==> config.mk <==
export PLATFORM = sky130hd
export DESIGN_NAME = buzzer_tone_gen
export DESIGN_NICKNAME = d
export VERILOG_FILES = /design/src/rtl/piano_pkg.sv /design/src/rtl/note_div_lut.sv /design/src/rtl/buzzer_tone_gen.sv
export SDC_FILE = /design/constraint.sdc
export NUM_CORES = 1
export LEC_CHECK = 0
export CAP_MARGIN = 20
export CORE_UTILIZATION = 60
export DETAILED_ROUTE_END_ITERATION = 16
export GPL_TIMING_DRIVEN = 0
export PLACE_DENSITY = 0.76
export SLEW_MARGIN = 20
export SYNTH_ARGS = -nofsm -noshare
export SYNTH_HDL_FRONTEND = slang
export SYNTH_SLANG_ARGS = --single-unit
==> constraint.sdc <==
create_clock -name clk -period 3.9 [get_ports clk]
set_input_delay 0.78 -clock clk [delete_from_list [all_inputs] [get_ports clk]]
set_output_delay 0.78 -clock clk [all_outputs]
set_load 0.01 [all_outputs]
==> src/rtl/piano_pkg.sv <==
// Shared constants and types for the piano buzzer tone path.
package piano_pkg;

  localparam int unsigned KEY_W = 4;
  localparam int unsigned OCT_W = 2;

  // Key codes from the song player.
  localparam logic [KEY_W-1:0] KEY_REST     = 4'd0;
  localparam logic [KEY_W-1:0] KEY_C4       = 4'd1;
  localparam logic [KEY_W-1:0] KEY_D4       = 4'd2;
  localparam logic [KEY_W-1:0] KEY_E4       = 4'd3;
  localparam logic [KEY_W-1:0] KEY_F4       = 4'd4;
  localparam logic [KEY_W-1:0] KEY_G4       = 4'd5;
  localparam logic [KEY_W-1:0] KEY_A4       = 4'd6;
  localparam logic [KEY_W-1:0] KEY_B4       = 4'd7;
  localparam logic [KEY_W-1:0] KEY_C5       = 4'd8;
  localparam logic [KEY_W-1:0] KEY_D5       = 4'd9;
  localparam logic [KEY_W-1:0] KEY_E5       = 4'd10;
  localparam logic [KEY_W-1:0] KEY_F5       = 4'd11;
  localparam logic [KEY_W-1:0] KEY_G5       = 4'd12;
  localparam logic [KEY_W-1:0] KEY_A5       = 4'd13;
  localparam logic [KEY_W-1:0] KEY_B5       = 4'd14;
  localparam logic [KEY_W-1:0] KEY_REST_ALT = 4'd15;

  // Fourth-octave note frequencies in Hz.
  localparam int unsigned F_C4 = 262;
  localparam int unsigned F_D4 = 294;
  localparam int unsigned F_E4 = 330;
  localparam int unsigned F_F4 = 349;
  localparam int unsigned F_G4 = 392;
  localparam int unsigned F_A4 = 440;
  localparam int unsigned F_B4 = 494;

  // Octave select encodings.
  localparam logic [OCT_W-1:0] OCT_NORM     = 2'd0;
  localparam logic [OCT_W-1:0] OCT_UP       = 2'd1;
  localparam logic [OCT_W-1:0] OCT_DOWN     = 2'd2;
  localparam logic [OCT_W-1:0] OCT_NORM_ALT = 2'd3;

  typedef enum logic [1:0] {
    ST_IDLE    = 2'd0,
    ST_PLAY    = 2'd1,
    ST_RELEASE = 2'd2
  } tone_state_e;

  // Half-period in clocks, rounded to nearest: round(clk_hz / (2*f_hz)).
  function automatic int unsigned half_period_div(input int unsigned clk_hz,
                                                  input int unsigned f_hz);
    return (clk_hz + f_hz) / (2 * f_hz);
  endfunction

endpackage

==> src/rtl/note_div_lut.sv <==
// Combinational (key, octave) -> half-period divider lookup.
module note_div_lut
  import piano_pkg::*;
#(
  parameter int unsigned CLK_HZ = 100_000_000,
  parameter int unsigned DIV_W  = 19
) (
  input  logic [KEY_W-1:0] key,
  input  logic [OCT_W-1:0] octave,
  output logic [DIV_W-1:0] div_c
);

  localparam int unsigned DIV_C4 = half_period_div(CLK_HZ, F_C4);
  localparam int unsigned DIV_D4 = half_period_div(CLK_HZ, F_D4);
  localparam int unsigned DIV_E4 = half_period_div(CLK_HZ, F_E4);
  localparam int unsigned DIV_F4 = half_period_div(CLK_HZ, F_F4);
  localparam int unsigned DIV_G4 = half_period_div(CLK_HZ, F_G4);
  localparam int unsigned DIV_A4 = half_period_div(CLK_HZ, F_A4);
  localparam int unsigned DIV_B4 = half_period_div(CLK_HZ, F_B4);

  logic [31:0] base;
  logic [31:0] scaled;

  // Pick the base divider, halve it for the fifth octave, then apply octave shift.
  always_comb begin
    base   = '0;
    scaled = '0;
    case (key)
      KEY_C4, KEY_C5: base = DIV_C4;
      KEY_D4, KEY_D5: base = DIV_D4;
      KEY_E4, KEY_E5: base = DIV_E4;
      KEY_F4, KEY_F5: base = DIV_F4;
      KEY_G4, KEY_G5: base = DIV_G4;
      KEY_A4, KEY_A5: base = DIV_A4;
      KEY_B4, KEY_B5: base = DIV_B4;
      default:        base = '0;
    endcase
    if (key >= KEY_C5 && key <= KEY_B5) begin
      base = base >> 1;
    end
    case (octave)
      OCT_UP:   scaled = base >> 1;
      OCT_DOWN: scaled = base << 1;
      default:  scaled = base;
    endcase
    div_c = DIV_W'(scaled);
  end

endmodule

==> src/rtl/buzzer_tone_gen.sv <==
// Square-wave buzzer driver with half-period-aligned pitch changes and release.
module buzzer_tone_gen
  import piano_pkg::*;
#(
  parameter int unsigned CLK_HZ = 100_000_000,
  parameter int unsigned DIV_W  = 19
) (
  input  logic             clk,
  input  logic             rst,
  input  logic [KEY_W-1:0] key,
  input  logic             key_on,
  input  logic [OCT_W-1:0] octave,
  output logic             speaker,
  output logic             active,
  output logic [KEY_W-1:0] cur_key
);

  tone_state_e      state_q, state_d;
  logic [KEY_W-1:0] key_q, key_d;
  logic             on_q, on_d;
  logic [OCT_W-1:0] oct_q, oct_d;
  logic [DIV_W-1:0] cnt_q, cnt_d;
  logic [DIV_W-1:0] div_cur_q, div_cur_d;
  logic [DIV_W-1:0] div_next_q, div_next_d;
  logic [KEY_W-1:0] key_next_q, key_next_d;
  logic [KEY_W-1:0] cur_key_q, cur_key_d;
  logic             spk_q, spk_d;
  logic             active_q, active_d;

  logic [DIV_W-1:0] lut_div_c;
  logic             want_c;
  logic             boundary_c;

  note_div_lut #(
    .CLK_HZ (CLK_HZ),
    .DIV_W  (DIV_W)
  ) u_lut (
    .key    (key_q),
    .octave (oct_q),
    .div_c  (lut_div_c)
  );

  assign want_c     = on_q && (key_q != KEY_REST) && (key_q != KEY_REST_ALT);
  assign boundary_c = (cnt_q == div_cur_q - DIV_W'(1));

  // Next-state: start on IDLE, swap pitch at boundaries, park low on release.
  always_comb begin
    key_d      = key;
    on_d       = key_on;
    oct_d      = octave;
    state_d    = state_q;
    cnt_d      = cnt_q;
    div_cur_d  = div_cur_q;
    div_next_d = div_next_q;
    key_next_d = key_next_q;
    cur_key_d  = cur_key_q;
    spk_d      = spk_q;

    // Pending pitch follows the inputs while sounding is wanted, frozen otherwise.
    if (want_c) begin
      div_next_d = lut_div_c;
      key_next_d = key_q;
    end

    unique case (state_q)
      ST_IDLE: begin
        cnt_d = '0;
        spk_d = 1'b0;
        if (want_c) begin
          div_cur_d = lut_div_c;
          cur_key_d = key_q;
          spk_d     = 1'b1;
          state_d   = ST_PLAY;
        end
      end
      ST_PLAY, ST_RELEASE: begin
        cnt_d = cnt_q + DIV_W'(1);
        if (state_q == ST_RELEASE && !want_c) begin
          if (boundary_c) begin
            cnt_d     = '0;
            spk_d     = 1'b0;
            cur_key_d = KEY_REST;
            state_d   = ST_IDLE;
          end
        end else begin
          if (boundary_c) begin
            cnt_d     = '0;
            spk_d     = ~spk_q;
            div_cur_d = div_next_q;
            cur_key_d = key_next_q;
          end
          state_d = want_c ? ST_PLAY : ST_RELEASE;
        end
      end
      default: state_d = ST_IDLE;
    endcase

    active_d = (state_d != ST_IDLE);
  end

  // State and output registers.
  always_ff @(posedge clk or posedge rst) begin
    if (rst) begin
      state_q    <= ST_IDLE;
      key_q      <= '0;
      on_q       <= 1'b0;
      oct_q      <= '0;
      cnt_q      <= '0;
      div_cur_q  <= '0;
      div_next_q <= '0;
      key_next_q <= '0;
      cur_key_q  <= '0;
      spk_q      <= 1'b0;
      active_q   <= 1'b0;
    end else begin
      state_q    <= state_d;
      key_q      <= key_d;
      on_q       <= on_d;
      oct_q      <= oct_d;
      cnt_q      <= cnt_d;
      div_cur_q  <= div_cur_d;
      div_next_q <= div_next_d;
      key_next_q <= key_next_d;
      cur_key_q  <= cur_key_d;
      spk_q      <= spk_d;
      active_q   <= active_d;
    end
  end

  assign speaker = spk_q;
  assign active  = active_q;
  assign cur_key = cur_key_q;

endmodule

* Word-level counts from Yosys, hierarchy flattened
Memory sizes are Yosys's and may differ from the RTL's. Index checks and enable logic that the tools add are counted.
Operators by class: $add $sub $neg 2, magnitude comparators 2, equality and inequality tests 9, mux-type cells 23, bitwise logic cells 1, reductions and logical operators 13
Operators by type and width (count):
- one-hot mux 19 bit (2 select lines) | 3
- two-way mux 19 bit | 4
- two-way mux 20 bit | 1
- adder 19 x 1 -> 19 bit, second input constant | 1
- == test 19 bit | 1
- subtractor 19 x 1 -> 19 bit, second input constant | 1
- two-way mux 4 bit | 4
- two-way mux 2 bit | 4
- one-hot mux 4 bit (2 select lines) | 1
- != test 2 bit, second input constant | 3
- == test 2 x 1 -> 1 bit, second input constant | 2
- == test 2 bit, second input constant | 2
- >= comparator 4 bit, second input constant | 1
- <= comparator 4 bit, second input constant | 1
- logical AND 1 bit | 4
- two-way mux 1 bit | 4
- != test 4 bit, second input constant | 1
- one-hot mux 2 bit (2 select lines) | 1
- AND reduction 4 bit | 1
- nonzero test 2 bit | 2
- nonzero test 4 bit | 1
- AND reduction 3 bit | 1
- logical NOT 2 bit | 1
- one-hot mux 1 bit (2 select lines) | 1
- 4 further kinds | 4
Word-level totals: register bits 76, ROM bits 288, bits of input ports 9, memories kept 1
Memory list:
- (name not given) | words 16, bits a word 18, read ports 1, clocked after memory_dff 0, wr ports 0, RTL line note_div_lut.sv:28 | case (key)

* Logic depth before layout (Yosys ltp)
Gate-level depths: netlist (run 1).
word-level depth 8, gate-level depth with buffers 12, gate-level depth less buffers 9

* Hierarchy
A second synthesis (run 1) with hierarchy kept.
Unflattened totals: cells, all modules 628, area total of the unflattened synthesis 5267.6 um2
By module, submodules not included:
- buzzer_tone_gen | times used 1, cells an instance 476, area each 4297.9 um2, seq. area each 1901.8 um2
- note_div_lut | times used 1, cells an instance 152, area each 969.7 um2, seq. area each 0.0 um2

* Least setup slack after synthesis (run 1)
OpenSTA, ideal clock, no wires.
kind register to register, start reg div_cur_q[0], end reg div_cur_q[14], setup time 0.069 ns, arrival time 2.974 ns, data required time 3.831 ns, slack 0.858 ns, stages on the path, launching flop included 12, cell sequence dfrtp_1 -> clkbuf_1 -> inv_1 -> ha_1 -> or3b_2 -> or3_1 -> a221o_1 -> nor4_1 -> nand4_1 -> buf_2 -> or4_1 -> nand3_1
Between the ends: cells in the longest elaborated chain, start to end 4
Ends and longest elaborated chain:
- start, declared | RTL line buzzer_tone_gen.sv:23 | logic [DIV_W-1:0] div_cur_q, div_cur_d;
- start signal, assigned | RTL line buzzer_tone_gen.sv:121 | div_cur_q <= div_cur_d;
- subtractor 19 x 1 -> 19 bit | RTL line buzzer_tone_gen.sv:44 | assign boundary_c = (cnt_q == div_cur_q - DIV_W'(1));
- == test 19 bit | RTL line buzzer_tone_gen.sv:44
- != test 2 bit (no source line)
- AND reduction 4 bit (no source line)
No other way between the ends. A chain may end at the register's enable or synchronous reset.

* Worst setup path in the final report (run 1)
start reg div_cur_q[0], end reg active_q (netlist: active)
Between the ends: cells in the longest elaborated chain, start to end 6
Ends and longest elaborated chain:
- subtractor 19 x 1 -> 19 bit | RTL line buzzer_tone_gen.sv:44
- == test 19 bit | RTL line buzzer_tone_gen.sv:44
- two-way mux 2 bit | RTL line buzzer_tone_gen.sv:79 | if (boundary_c) begin
- two-way mux 2 bit | RTL line buzzer_tone_gen.sv:78 | if (state_q == ST_RELEASE && !want_c) begin
- one-hot mux 2 bit (2 select lines) | RTL line buzzer_tone_gen.sv:65 | unique case (state_q)
- nonzero test 2 bit | RTL line buzzer_tone_gen.sv:98 | active_d = (state_d != ST_IDLE);
- named net active_d | RTL line buzzer_tone_gen.sv:28 | logic active_q, active_d;
- end signal, assigned | RTL line buzzer_tone_gen.sv:126 | active_q <= active_d;
- end, declared | RTL line buzzer_tone_gen.sv:28
The timed path passes the listed nets, and every way through them passes these cells.

==> results of run 1 <==
worst max-delay path, delay by kind of cell, from the launching register on:
| family | cells | cell delay [ns] |
|---|---|---|
| compound gates | 3 | 0.78 |
| flops | 1 | 0.36 |
| buf+inv | 4 | 0.78 |
| fa+ha+maj | 1 | 0.21 |
| xor+xnor | 1 | 0.17 |
| simple gates | 3 | 1.27 |
stage by stage:
stage	setup TNS, ns	instances	utilization (%)
finish	0	803	68.46
global route	0	803	68.46
CTS	0	803	68.39
detailed placement	0	789	66.08
global placement	-4.411	788	65.74
floorplan	0	666	-
power breakdown:
| part | switching (mW) | total, mW | leakage, nW | internal (mW) |
|---|---|---|---|---|
| sequential | 0.192 | 1.18 | 0.956 | 0.991 |
| clock | 0.315 | 0.667 | 0.105 | 0.353 |
| combinational | 1.43 | 2.30 | 1.46 | 0.875 |
| total | 1.93 | 4.15 | 2.52 | 2.22 |
metal layers:
layer,track usage [%],vias to the layer above,share of wire (%)
met1,47.89,2568,39
met3,5.225,55,8.1
met5,0,-,0
met2,59.80,331,48
met4,18.30,0,4.3
li1,-,2483,-
registers in the layout, summed over array words and instances, names as in the netlist:
signal / cells
key_q: 4
oct_q: 2
cur_key: 4
cnt_q: 19
state_q: 2
active: 1
div_cur_q: 19
speaker: 1
key_next_q: 4
on_q: 1
div_next_q: 19
cells in the mapped netlist, types with 8 or more instances:
master	count
ha_1	11
dfrtp_1	76
nand2_1	63
o21ai_0	36
clkbuf_1	45
mux2i_1	8
xor2_1	22
a31oi_1	12
nor3_1	10
a22oi_1	9
nand3_1	48
inv_1	20
xnor2_1	16
nand2b_1	8
o31ai_1	8
nor2_1	46
nand4_1	12
and2_1	13
nand3b_1	13
nor2b_1	13
a21o_1	9
a21oi_1	23
and3_1	12
a221oi_1	10
final timing paths:
kind / from / endpoint / slack, ns / cells past startpoint
max in group asynchronous: rst / div_next_q[5]$_DFFE_PP0P_ / 2.56 / 3
hold reg to reg: div_next_q[8]$_DFFE_PP0P_ / div_next_q[8]$_DFFE_PP0P_ / 0.49 / 2
min in group asynchronous: rst / cnt_q[8]$_DFFE_PP0P_ / 0.76 / 2
setup / recovery: div_cur_q[0]$_DFFE_PP0P_ / active$_DFF_PP0_ / 0.20 / 12
hold / removal: div_next_q[8]$_DFFE_PP0P_ / div_next_q[8]$_DFFE_PP0P_ / 0.49 / 2
setup reg to reg: div_cur_q[0]$_DFFE_PP0P_ / active$_DFF_PP0_ / 0.20 / 12
cell type report:
class,count,area share [%]
buffer,54,3.632
multi-input combinational,513,54.96
inverter,23,1.474
clock inverter,5,1.308
sequential,76,31.55
clock buffer,9,2.055
timing repair buffer,15,2.781
tap,108,2.242
logic make-up (layout without fill, tap and decap cells):
kind of cell | count (synthesis) | in the layout | synth area share [%]
multiplexers | 15 | 15 | 2.882
AO/OA/AOI/OAI | 174 | 174 | 22.15
adder cells (fa/ha/maj) | 11 | 11 | 2.496
flip-flops | 76 | 76 | 34.49
AND/OR/NAND/NOR | 273 | 273 | 25.64
XOR/XNOR | 40 | 40 | 6.853
buffers and inverters | 77 | 106 | 5.491
==> run metrics, run 1 <==
LEAKAGE 2.521 nW; status finished, violations left; ant diodes 0; vias per cell 6.771; drt first pass iters 14; largest net degree at the start of global routing 49; Crit Path Category reg -> reg; Final GP Congestion approximately 0.94; worst vdd ir 0.0005204 V; syn_area_per_cell just over 8 µm²; register area 1902 µm²; Rel. slew slack about 48%; Core Box Area 8806 µm²; peak fanout along the critical path 10; Synth area leader dfrtp_1; Hold-fix buffers, CTS 0; CTS sink cnt 76; Hold Vio Cnt, Final 0; TritonCTS Buffers 9; row cnt 34; Die Ht 97.87 µm; clock skew 0.01030 ns; Hold WC Path Type reg -> reg; post-route cell area between 6000 and 7000 µm²; Antenna Nets Post-Route 0; Yosys reg bits 76; setup ws final 0.1955 ns; largest cells by area after synthesis dfrtp_1 34%, nand3_1 4.4%, nand2_1 4.3%, xor2_1 3.5%, o21ai_0 3.3%; DR iter-0 viols ~540; Root Driver clkbuf_8; vias in the first global route roughly 5400; min Tclk post-route roughly 3.7 ns; Initial Utilization roughly 63%; Post-synth EDFFs 0; post-CTS resize count 0; GRT Total Usage 36.68%; CTS tree yes; layout cells sized above 1 6.763%; Top-Level Pins 15; Slew Limit Fails 0; Post CTS Setup Buffer Count 0; Setup Slack @ Placement 0.2049 ns; Routed WL 16450 µm; Worst Path Arrival 3.94 ns; Setup crit end kind flop; Synth Net Count 686; Post-route DRC 1; Worst Hold Margin 0.4852 ns; area occupied by multi-input gates about 3300 µm²; commonest non-fill, non-tap cell in the layout dfrtp_1; Async SR Flop Fraction 100.0%; CP max stage delay between 0.5 and 0.6 ns; Slew @ Worst Pin 0.7771 ns; critical path cell sequence clkbuf_1, inv_1, ha_1, or4b_1, nor4b_1, xnor2_1, a2111oi_0, nand4_1, buf_2, buf_2, a31oi_1, o211ai_1; Yosys top cell area share 34.49%; Placement Cell Area slightly below 6000 µm²; via count between 5000 and 6000; final cycle utilization of the critical path 94.99%; mapped cell area approximately 5500 µm²; YS warnings 0; cell count after synthesis about 670; fmax 269.9 MHz; Power Dens Cells 688.4 nW/µm²; Worst Setup Start Kind flop; Worst-Skew Late Latency 0.36 ns; hpwl dp about 12000 µm; Final Net Count 712; Final Setup Violations 0; CTS Buffer Depth 2; initial antenna violation count 0; max-cap violations 0; RSZ-0062 raised after global routing no; clk slew on worst S/H paths 0.08 ns; Netlist cell types 65; Slowest-stage cell, CP or4b_1; DR WL/cell 20.49 µm; most frequent CP cell buf_2; dominant synthesized flop cell dfrtp_1; Power, Total 4.150 mW; Fillers 714; Critical Path RT 4.13 ns; Remaining Overflow, GRT 0; Layout area overhead 9.326%; IO Port Bufs 14; first-pass GRT wire length 27740 µm; violated checks design-rule violations; die area around 9600 µm²; CTS HTree Levels 3; chip width 97.87 µm; most frequent cells in the layout 76 x dfrtp_1, 63 x nand2_1, 48 x nand3_1; post-synthesis sequential area ratio 34.49%
No activity file was read; power rests on OpenSTA's default activity.
==> inputs of run 2 (changes only) <==
--- a/config.mk
+++ b/config.mk
@@ -14,3 +14,4 @@
 export SYNTH_ARGS = -nofsm -noshare
 export SYNTH_HDL_FRONTEND = slang
 export SYNTH_SLANG_ARGS = --single-unit
+export TNS_END_PERCENT = 10
==> results of run 2 <==
Same layout as run 1: the final DEF is identical, and so are final timing and power.
